===== config.mk =====
export PLATFORM = sky130hd
export DESIGN_NAME = rr_decode_arbiter
export DESIGN_NICKNAME = d
export VERILOG_FILES = /design/src/rtl/rr_decode_arbiter.sv
export SDC_FILE = /design/constraint.sdc
export NUM_CORES = 1
export LEC_CHECK = 0
export BUFFER_PORTS_ARGS = -buffer_cell sky130_fd_sc_hd__buf_2
export CAP_MARGIN = 25
export CORE_ASPECT_RATIO = 1.1
export CORE_MARGIN = 5
export CORE_UTILIZATION = 59
export DETAILED_ROUTE_END_ITERATION = 8
export MAX_ROUTING_LAYER = met4
export PLACE_DENSITY = 0.83
export SYNTH_ARGS = -nofsm -noshare
export SYNTH_HDL_FRONTEND = slang
export SYNTH_SLANG_ARGS = --single-unit

===== constraint.sdc =====
create_clock -name clk -period 3.59 [get_ports clk]
set_input_delay 0.1795 -clock clk [delete_from_list [all_inputs] [get_ports clk]]
set_output_delay 0.1795 -clock clk [all_outputs]
set_load 0.1 [all_outputs]

===== src/rtl/rr_decode_arbiter.sv =====
// Round-robin arbiter for 8 requesters: registered 3-bit owner index plus its one-hot decode.
// One-cycle grant latency, one idle cycle between owners, optional hold timeout.
module rr_decode_arbiter #(
  parameter int unsigned MAX_HOLD = 16
) (
  input  logic       clk,
  input  logic       rst_n,
  input  logic       en,
  input  logic [7:0] req,
  input  logic       done,
  output logic [7:0] grant,
  output logic [2:0] grant_idx,
  output logic       grant_valid,
  output logic       timeout
);

  typedef enum logic {IDLE, BUSY} state_t;

  localparam logic [7:0] HOLD_MAX = 8'(MAX_HOLD);
  // With the timeout disabled the counter just parks at its ceiling.
  localparam logic [7:0] HOLD_SAT = (MAX_HOLD == 0) ? 8'hFF : HOLD_MAX;

  state_t     state_q, state_d;
  logic [7:0] grant_q, grant_d;
  logic [2:0] grant_idx_q, grant_idx_d;
  logic       grant_valid_q, grant_valid_d;
  logic       timeout_q, timeout_d;
  logic [2:0] ptr_q, ptr_d;
  logic [7:0] hold_q, hold_d;

  logic       win_found;
  logic [2:0] win_idx;
  logic [2:0] cand;
  logic       owner_req;
  logic       hold_expired;

  always_comb begin
    win_found = 1'b0;
    win_idx   = 3'd0;
    cand      = 3'd0;
    for (int k = 0; k < 8; k++) begin
      cand = ptr_q + 3'(k);
      if (!win_found && req[cand]) begin
        win_found = 1'b1;
        win_idx   = cand;
      end
    end
  end

  assign owner_req    = req[grant_idx_q];
  assign hold_expired = (MAX_HOLD != 0) && (hold_q == HOLD_MAX);

  always_comb begin
    state_d       = state_q;
    grant_d       = grant_q;
    grant_idx_d   = grant_idx_q;
    grant_valid_d = grant_valid_q;
    timeout_d     = 1'b0;
    ptr_d         = ptr_q;
    hold_d        = hold_q;
    case (state_q)
      IDLE: begin
        if (en && win_found) begin
          state_d       = BUSY;
          grant_idx_d   = win_idx;
          grant_d       = 8'(1) << win_idx;
          grant_valid_d = 1'b1;
          hold_d        = 8'd1;
        end
      end
      BUSY: begin
        if (done || !owner_req || hold_expired) begin
          state_d       = IDLE;
          grant_d       = 8'h00;
          grant_valid_d = 1'b0;
          ptr_d         = grant_idx_q + 3'd1;
          timeout_d     = !done && owner_req;
        end else if (hold_q != HOLD_SAT) begin
          hold_d = hold_q + 8'd1;
        end
      end
      default: state_d = IDLE;
    endcase
  end

  always_ff @(posedge clk) begin
    if (!rst_n) begin
      state_q       <= IDLE;
      grant_q       <= 8'h00;
      grant_idx_q   <= 3'd0;
      grant_valid_q <= 1'b0;
      timeout_q     <= 1'b0;
      ptr_q         <= 3'd0;
      hold_q        <= 8'd0;
    end else begin
      state_q       <= state_d;
      grant_q       <= grant_d;
      grant_idx_q   <= grant_idx_d;
      grant_valid_q <= grant_valid_d;
      timeout_q     <= timeout_d;
      ptr_q         <= ptr_d;
      hold_q        <= hold_d;
    end
  end

  assign grant       = grant_q;
  assign grant_idx   = grant_idx_q;
  assign grant_valid = grant_valid_q;
  assign timeout     = timeout_q;

endmodule

==> results of run 1 <==
==> critical path: stages, from the launching register on <==
cell and delay [ps]:
dfxtp_1 330, inv_1 110, ha_1 570, mux4_2 640, mux2i_1 160, a32o_1 180, nand4_2 160, o21ai_2 400
or2_2 220, o21ba_4 170, a22o_1 190
==> layout make-up <==
cell class | count | area [µm²] | share of cell area
clock buffer | 3 | 41.3 | 0.0177
clock inverter | 1 | 5.00 | 0.00214
inverter | 12 | 45.0 | 0.0193
multi-input combinational | 183 | 1530 | 0.655
sequential | 25 | 500 | 0.214
tap | 50 | 62.6 | 0.0268
timing repair buffer | 28 | 150 | 0.0643
==> per-layer routing <==
| layer | up-vias | track usage | routed length [µm] |
|---|---|---|---|
| li1 | 917 | - | - |
| met1 | 917 | 0.300 | 2070 |
| met2 | 75 | 0.373 | 2540 |
| met3 | 15 | 0.0293 | 262 |
| met4 | 0 | 0.104 | 166 |
| met5 | - | - | 0 |
==> cells in the mapped netlist, drive strengths merged, types with 4 or more instances <==
| library cell | n |
|---|---|
| nand3 | 9 |
| nor3 | 4 |
| o21a | 5 |
| a21oi | 13 |
| o221ai | 4 |
| mux4 | 14 |
| nand2 | 23 |
| mux2i | 21 |
| and2 | 6 |
| o21ai | 4 |
| xor2 | 4 |
| a22o | 8 |
| ha | 5 |
| clkbuf | 5 |
| dfxtp | 25 |
| a21boi | 4 |
| a211oi | 4 |
| a31o | 4 |
| inv | 11 |
| xnor2 | 4 |
| nor2 | 18 |
| buf | 6 |
==> flip-flops by register name (all words and copies together) (netlist names) <==
register / count
grant: 8
timeout: 1
hold_q: 8
grant_idx: 3
state_q: 1
grant_valid: 1
ptr_q: 3
==> per-stage QoR <==
step / setup WS, ps / power, W / area (µm²) / hold slack [ps]
after global routing: 133 / 0.000967 / 2330 / 95.9
after global placement: 494 / 0.000741 / 2290 / 373
final: 362 / 0.000914 / 2330 / 89.8
after detailed placement: 394 / 0.000751 / 2290 / 373
after CTS: 378 / 0.000915 / 2330 / 90.7
after floorplan: 617 / 0.000668 / 2140 / 258
==> how the worst min path moves through the flow <==
stage | end | slack, ps | depth (start not counted)
6_report | timeout | 90 | 2
5_1_grt | timeout | 100 | 2
4_1_cts | timeout | 90 | 2
3_5_place_dp | timeout | 370 | 2
3_3_place_gp | timeout | 370 | 2
2_1_floorplan | timeout | 260 | 1
==> power by group <==
group	internal [W]	switching (W)
combinational	0.000157	0.000281
clock	0.0000777	0.0000884
sequential	0.000294	0.0000173
==> cell families after synthesis <==
family	after synthesis
fa+ha+maj	5
xor+xnor	8
compound gates	57
simple gates	76
mux	37
flops	25
buf+inv	23
==> results.md, run 1 <==
* Setup crit start: ptr_q[1]
* Drt pass-1 iters at 4
* Vias in the first global route at approximately 1800
* Finished Layout Cells at 302
* Cell taking the most area after synthesis: dfxtp_1
* Setup Skew at approximately 6 ps
* Slew HR at 0.634
* Post-Synthesis Cells at ~230
* FF+latch count, synth at 25
* Post-DP HPWL at around 3.9 mm
* Clock transition at path regs at ~90 ps
* Mapped Area at between 2000 and 2500 µm²
* Remaining Overflow, GRT at 0
* Post-synth EDFFs at 0
* Ports at 25
* Commonest non-fill, non-tap cell in the layout: dfxtp_1
* Antenna diode count at 0
* Syn_nets at 248
* Crit path capture: grant[4]
* # hold bufs at CTS at 0
* Post-cts sizing count at 0
* Core area at about 3600 µm²
* Drt total wl at about 5.0 mm
* Period minus WS final at around 3200 ps
* F_max at 310 MHz
* Mux share of post-synthesis cell area at 0.264
* First DRT Iteration DRCs at about 200
* # rows at 23
* Synth Area in Adders at 0.0293
* Worst R2R End: grant[4]
* CTS Root Cell: clkbuf_8
* Final Slew Violations at 0
* Initial antenna violation count at 0
* Largest net degree at the start of global routing at 20
* Share of the synthesized area in the top cell type at 0.234
* DR vias at roughly 1900
* Sequential-to-total area share from yosys stat at 0.234
* CTS tree: yes
* Avg Cell Area, Syn at 9.25 µm²
* RSZ-0062 raised after global routing: no
* Most frequent cells in the layout: 25 x dfxtp_1, 24 x buf_2, 23 x nand2_1
* Layout cells sized above 1 at 0.238
* Worst-case clock buffer depth at 2
* Worst slew pin tran at 534 ps
* MaxCap Viol Count at 0
* Largest family of logic cells by synthesized area: multiplexers
* Worst setup EP type: flop
* Placer Congestion at 0.895
* Status: completed
* Crit Path Class: reg -> reg
* Wire length per cell at around 17 µm
* Worst Reg-to-Reg Cells at 10
* Worst r2r src: ptr_q[1]
* Synth Area in Compound Gates at 0.208
* Starting Density at 0.599
* Setup TNS at 0 ps
* Xor and xnor area share after synthesis at 0.0363
* PwrDens at 392 nW/µm²
* Die ar. at just under 5000 µm²
* WP data arrival at ~3400 ps
* Tcrit/Tclk final at 0.899
* Hold crit path type: in -> reg
* Area grow syn2layout at 9.26%
* Hold path start: done
* # placed instances at 298
* FF-to-FF setup slack at roughly 360 ps
* Post-synthesis simple-gate area fraction at 0.179
* Pleak at 0.915 nW
* Vias per cell at approximately 6.4
* Fillers at around 300
* H-tree depth at 1
* Largest cells by area after synthesis: dfxtp_1 23%, mux4_2 12%, mux2i_1 9.8%
* Die Height at around 73 µm
* Tot GR Track Use at 0.236
* Post-route antenna net violation count at 0
* Worst EP required at 3760 ps
* CTS sink cnt at 25
* CP max FO at 11
* YS warnings at 0
* Residual DRC at 0
* Setup violators final at 0
* First-pass GRT wire length at between 8 and 9 mm
* Hold Vio Cnt, Final at 0
* Clk Latency, worst-skew pair at between 200 and 300 ps
* CP Launch Type: flop
* PortBufs at 24
* Post-synthesis async set-or-reset flop share at 0
* Post-layout util at 0.654
* Die W at slightly below 70 µm
* Main synth FF type: dfxtp_1
* CTS buffer count at 3
* Post-CTS setup buffer count at 0
* Fin nets at 270
* Distinct cells, synth at 56
* Worst VDD drop at between 0.0002 and 0.0003 V
(Power assumes the default switching activity.)
==> run 2: changes to the inputs <==
Settings changed: CORE_UTILIZATION 59 to 35, PLACE_DENSITY 0.83 to unset, PLACE_DENSITY_LB_ADDON set to 0.3.
==> run 2 against run 1 <==
Core utilization decreased by 25 points. First-iteration DRC count decreased by 41%. Highest routed layer unchanged. Register-to-register slack improved by 70 ps. Largest power group unchanged. Cell area is 1.8% higher.
==> results.md, run 2 (same netlist as run 1, synthesis figures left out) <==
* Starting Density at 0.366 (-0.233)
* CP Launch Type: flop
* DR vias at 1819 (-5.5%)
* Vias in the first global route at 1670 (-9.1%)
* Post-DP HPWL at 3.75 mm (-4.0%)
* Tcrit/Tclk final at 0.879 (-0.0201)
* Status: completed
* Die W at 84.5 µm (+25%)
* Comb power frac at 0.477 (about the same)
* Worst r2r src: ptr_q[1]
* Seq. cell area at 500 µm² (unchanged)
* Wire length on met2 at 2.43 mm (-4.7%)
* Largest net degree at the start of global routing at 20 (unchanged)
* Slew HR at 0.688 (+0.0546)
* Drt pass-1 iters at 4 (unchanged)
* # rows at 29 (+26%)
* Period minus WS final at 3160 ps (-72.2 ps)
* Remaining Overflow, GRT at 0 (unchanged)
* PortBufs at 24 (unchanged)
* PwrDens at 383 nW/µm² (-2.2%)
* Drt total wl at 4.92 mm (-2.4%)
* Pleak at 0.921 nW (+0.58%)
* First DRT Iteration DRCs at 119 (-41%)
* Worst EP required at 3750 ps (about the same)
* Setup violators final at 0 (unchanged)
* WP data arrival at 3320 ps (-70 ps)
* Clk network pwr share at 0.180 (-0.002)
* Fillers at 589 (+98%)
* CP max FO at 8 (-3)
* Setup TNS at 0 ps (unchanged)
* Placer Congestion at 0.829 (-7.4%)
* Highest Signal Layer: met4
* Fin nets at 271 (+0.37%)
* M1 WL at 2.35 mm (+13%)
* Worst setup EP type: flop
* F_max at 317 MHz (+2.3%)
* Worst slew pin tran at 454 ps (-79.6 ps)
* FF-to-FF setup slack at 430 ps (+70 ps)
* Finished Layout Cells at 330 (+9.3%)
* Crit Path Class: reg -> reg
* CTS sink cnt at 25 (unchanged)
* Worst VDD drop at 0.000268 V (+6.0%)
* Wire length per cell at 14.9 µm (-11%)
* Die ar. at 7770 µm² (+58%)
* Worst Reg-to-Reg Cells at 10 (unchanged)
* Hold Vio Cnt, Final at 0 (unchanged)
* Post-cts sizing count at 0 (unchanged)
* Ports at 25 (unchanged)
* Residual DRC at 0 (unchanged)
* Tot GR Track Use at 0.129 (-0.107)
* Layout cells sized above 1 at 0.241 (+0.00301)
* Most frequent cells in the layout: 25 x dfxtp_1, 24 x buf_2, 23 x nand2_1
* # placed instances at 326 (+9.4%)
* Core area at 5840 µm² (+64%)
* Hold path start: done
* RSZ-0062 raised after global routing: no
* Die Height at 91.9 µm (+26%)
* WHS Path Cells at 2 (unchanged)
* MaxCap Viol Count at 0 (unchanged)
* Setup Skew at 2.14 ps (-3.96 ps)
* Post-CTS setup buffer count at 0 (unchanged)
* Worst R2R End: grant[5]
* Vias per cell at 5.51 (-13%)
* Metal3 WL at 124 µm (-53%)
* Sw frac at 0.418 (-0.00424)
* Clk Latency, worst-skew pair at 260 ps (about the same)
* Sequential share of power at 0.344 (+0.004)
* Worst-case clock buffer depth at 2 (unchanged)
* Sw Pwr at 0.000381 W (-1.5%)
* First-pass GRT wire length at 8.27 mm (-4.6%)
* H-tree depth at 1 (unchanged)
* Antenna diode count at 0 (unchanged)
* Post-route antenna net violation count at 0 (unchanged)
* Hold crit path type: in -> reg
* CTS Root Cell: clkbuf_8
* Commonest non-fill, non-tap cell in the layout: dfxtp_1
* Multi-input logic area at 1530 µm² (unchanged)
* Area grow syn2layout at 11.2%
* Clock transition at path regs at 90 ps (about the same)
* CTS tree: yes
* Final Slew Violations at 0 (unchanged)
* Initial antenna violation count at 0 (unchanged)
* Internal Dissipation at 0.000529 W (+0.24%)
* CTS buffer count at 3 (unchanged)
* # hold bufs at CTS at 0 (unchanged)
* WHS Endpoint: timeout
[run 2: how the worst max path moves through the flow]
stage,start,endpoint,slack (ps),cells past startpoint
finish,ptr_q[1],grant[5],430,10
global route,ptr_q[1],grant[6],190,10
CTS,ptr_q[0],grant[5],420,10
detailed placement,ptr_q[0],grant[5],440,10
global placement,ptr_q[0],grant[5],500,10
floorplan,ptr_q[1],grant[5],620,12
[run 2: critical path, stage by stage, from the launching register on]
cell,delay (ps)
dfxtp_1,330
inv_1,120
ha_1,520
mux4_2,630
mux2i_1,160
a32o_1,170
nand4_2,170
o21ai_2,390
or2_2,210
o21ba_4,170
a22o_1,190
[run 2: metal layers]
metal  up-vias  GRT usage
li1        915          -
met1       865      0.181
met2        37      0.204
met3         2     0.0125
met4         0     0.0237
met5         -          -
[run 2: final cells by class]
| cell class | count | share of cell area |
|---|---|---|
| Multi-Input combinational cell | 183 | 0.644 |
| Sequential cell | 25 | 0.211 |
| Tap cell | 77 | 0.0406 |
| Clock inverter | 1 | 0.00211 |
| Clock buffer | 3 | 0.0174 |
| Timing Repair Buffer | 29 | 0.0664 |
| Inverter | 12 | 0.0190 |
[run 2: metrics by stage]
step,total power [W],area (µm²),setup WS [ps],utilization,hold slack [ps]
global placement,0.000755,2330,504,0.399,369
floorplan,0.000668,2140,617,-,258
finish,0.000910,2370,434,0.407,97.1
CTS,0.000917,2370,422,0.407,89.8
global route,0.000969,2370,194,0.407,102
detailed placement,0.000753,2330,437,0.399,369
[run 2: power groups by stage]
stage | logic [W] | clock network, W | registers, W
4_1_cts | 0.000435 | 0.000169 | 0.000313
5_1_grt | 0.000470 | 0.000184 | 0.000315
2_1_floorplan | 0.000271 | 0 | 0.000397
3_5_place_dp | 0.000434 | 0 | 0.000319
3_3_place_gp | 0.000436 | 0 | 0.000319
6_report | 0.000434 | 0.000163 | 0.000313
==> run 3: changes to the inputs <==
Settings changed: REMOVE_ABC_BUFFERS set to 1.
==> run 3 against run 2 <==
Clock-buffer cell count is 1 higher. Worst setup slack better by 59 ps. First-iteration DRC count is 6.7% higher. Sequential share of layout area is 0.055 points lower. Core utilization is 0.11 points higher. Global-route usage is 0.86 points higher. Critical path type unchanged. Critical endpoint unchanged. Highest routed layer unchanged.
==> results.md, run 3 (same netlist as run 1, synthesis figures left out) <==
* Worst r2r src: ptr_q[1]
* # hold bufs at CTS at 0 (unchanged)
* Most frequent cells in the layout: 25 x dfxtp_1, 24 x buf_2, 23 x nand2_1
* CP max stage cell: ha_1
* Worst R2R End: grant[5]
* Slew HR at 0.654 (-0.0342)
* Highest Signal Layer: met4
* Worst-case clock buffer depth at 2 (unchanged)
* Fin nets at 272 (+0.37%)
* CP top delay family: compound AO/OA/AOI/OAI gates
* Cell Chain, Critical Path: inv_1 > ha_1 > buf_4 > mux2i_1 > mux2i_1 > o221ai_2 > nand4_2 > o21ai_2 > or2_2 > o21ba_4 > a22o_1
* Commonest non-fill, non-tap cell in the layout: dfxtp_1
* CTS buffer count at 3 (unchanged)
* Core area at 5840 µm² (unchanged)
* F_max at 323 MHz (+1.9%)
* M1 WL at 2.30 mm (-1.9%)
* CP Launch Type: flop
* Seq. cell area at 500 µm² (unchanged)
* First DRT Iteration DRCs at 127 (+6.7%)
* RSZ-0062 raised after global routing: no
* Pleak at 0.923 nW (+0.23%)
* WHS Path Cells at 2 (unchanged)
* CTS Root Cell: clkbuf_8
* Wire length per cell at 15.4 µm (+3.2%)
* FF-to-FF setup slack at 490 ps (+60 ps)
* Crit Path Class: reg -> reg
* Tcrit/Tclk final at 0.863 (-0.0164)
* Drt pass-1 iters at 4 (unchanged)
* Post-DP HPWL at 3.78 mm (+0.81%)
* Placer Congestion at 0.782 (-5.7%)
* Initial antenna violation count at 0 (unchanged)
* Final Slew Violations at 0 (unchanged)
* Fillers at 563 (-4.4%)
* Die W at 84.5 µm (unchanged)
* PortBufs at 24 (unchanged)
* MaxCap Viol Count at 0 (unchanged)
* WHS Endpoint: timeout
* Drt total wl at 5.09 mm (+3.5%)
* Most common cell on crit path: mux2i_1
* Hold Vio Cnt, Final at 0 (unchanged)
* Worst slew pin tran at 518 ps (+63.6 ps)
* Status: completed
* Post-CTS setup buffer count at 0 (unchanged)
* First-pass GRT wire length at 8.73 mm (+5.6%)
* Clk Latency, worst-skew pair at 260 ps (about the same)
* CTS tree: yes
* Antenna diode count at 0 (unchanged)
* PwrDens at 383 nW/µm² (about the same)
* H-tree depth at 1 (unchanged)
* Hold crit path type: in -> reg
* Tot GR Track Use at 0.138 (+0.00863)
* Post-layout util at 0.408 (+0.00107)
* DR vias at 1858 (+2.1%)
* Worst VDD drop at 0.000330 V (+23%)
* Period minus WS final at 3100 ps (-59.0 ps)
* Clock transition at path regs at 80 ps (about the same)
* Die Height at 91.9 µm (unchanged)
* Wire length on met2 at 2.58 mm (+6.2%)
* Multi-input logic area at 1530 µm² (unchanged)
* Die ar. at 7770 µm² (unchanged)
* Max stage delay on crit path at 430 ps (-200 ps)
* Starting Density at 0.366 (unchanged)
* Setup violators final at 0 (unchanged)
* Worst Reg-to-Reg Cells at 11 (+1)
* Hold path start: done
* Post-route antenna net violation count at 0 (unchanged)
* Ports at 25 (unchanged)
* Worst setup EP type: flop
* Area grow syn2layout at 11.5%
* CTS sink cnt at 25 (unchanged)
* Layout cells sized above 1 at 0.240 (-0.000949)
* Residual DRC at 0 (unchanged)
* # rows at 29 (unchanged)
* Post-cts sizing count at 0 (unchanged)
* Largest net degree at the start of global routing at 20 (unchanged)
* Remaining Overflow, GRT at 0 (unchanged)
* WP data arrival at 3260 ps (-60 ps)
* Vias per cell at 5.61 (+1.8%)
* CP max FO at 8 (unchanged)
* Setup Skew at 4.03 ps (+1.89 ps)
* Vias in the first global route at 1717 (+2.8%)
* Worst EP required at 3760 ps (about the same)
* Setup TNS at 0 ps (unchanged)
* Metal3 WL at 163 µm (+31%)
* Buf/Inv on CP at 2 (+1)
run 3: cell types whose count changed in the layout (fill, tap and decap cells not counted), sizes merged:
cell and delta:
clkbuf +1, buf +1, clkinv -1
run 3: layout make-up:
type                            count  area share
Clock buffer                        4      0.0189
Inverter                           12      0.0189
Multi-Input combinational cell    183       0.642
Sequential cell                    25       0.210
Tap cell                           77      0.0405
Timing Repair Buffer               30      0.0694
run 3: layer usage:
layer / up-vias / global-route usage
met2: 41 / 0.215
met1: 890 / 0.192
met4: 0 / 0.0277
met3: 6 / 0.0161
met5: - / -
li1: 921 / -
run 3: through the flow:
step	area (µm²)	power, W	setup WS (ps)	hold slack [ps]	cells
detailed placement	2340	0.000756	503	363	327
global placement	2340	0.000755	601	363	327
finish	2380	0.000913	493	83.7	331
CTS	2380	0.000919	471	78.2	331
global route	2380	0.000972	199	76.7	331
floorplan	2070	0.000659	37.0	258	220
run 3: worst register-to-register path, cell delays in order (launching register included):
cell and delay [ps]:
dfxtp_1 330, inv_1 120, ha_1 430, buf_4 200, mux2i_1 290, mux2i_1 130
o221ai_2 300, nand4_2 240, o21ai_2 380, or2_2 220, o21ba_4 170, a22o_1 190
run 3: power breakdown:
group          leakage (nW)  switching, W  internal (W)
clock                0.0228     0.0000834     0.0000793
sequential            0.203     0.0000195      0.000294
combinational         0.697      0.000277      0.000160
total                 0.923      0.000379      0.000533
run 3: worst max path at each step:
stage / slack, ps / startpoint / depth (start not counted) / to
after global placement: 600 / ptr_q[1] / 11 / grant[2]
after CTS: 470 / ptr_q[1] / 11 / grant[5]
final: 490 / ptr_q[1] / 11 / grant[5]
after detailed placement: 500 / ptr_q[1] / 11 / grant[5]
after global routing: 200 / ptr_q[1] / 11 / grant[0]
after floorplan: 40 / ptr_q[1] / 10 / grant[5]
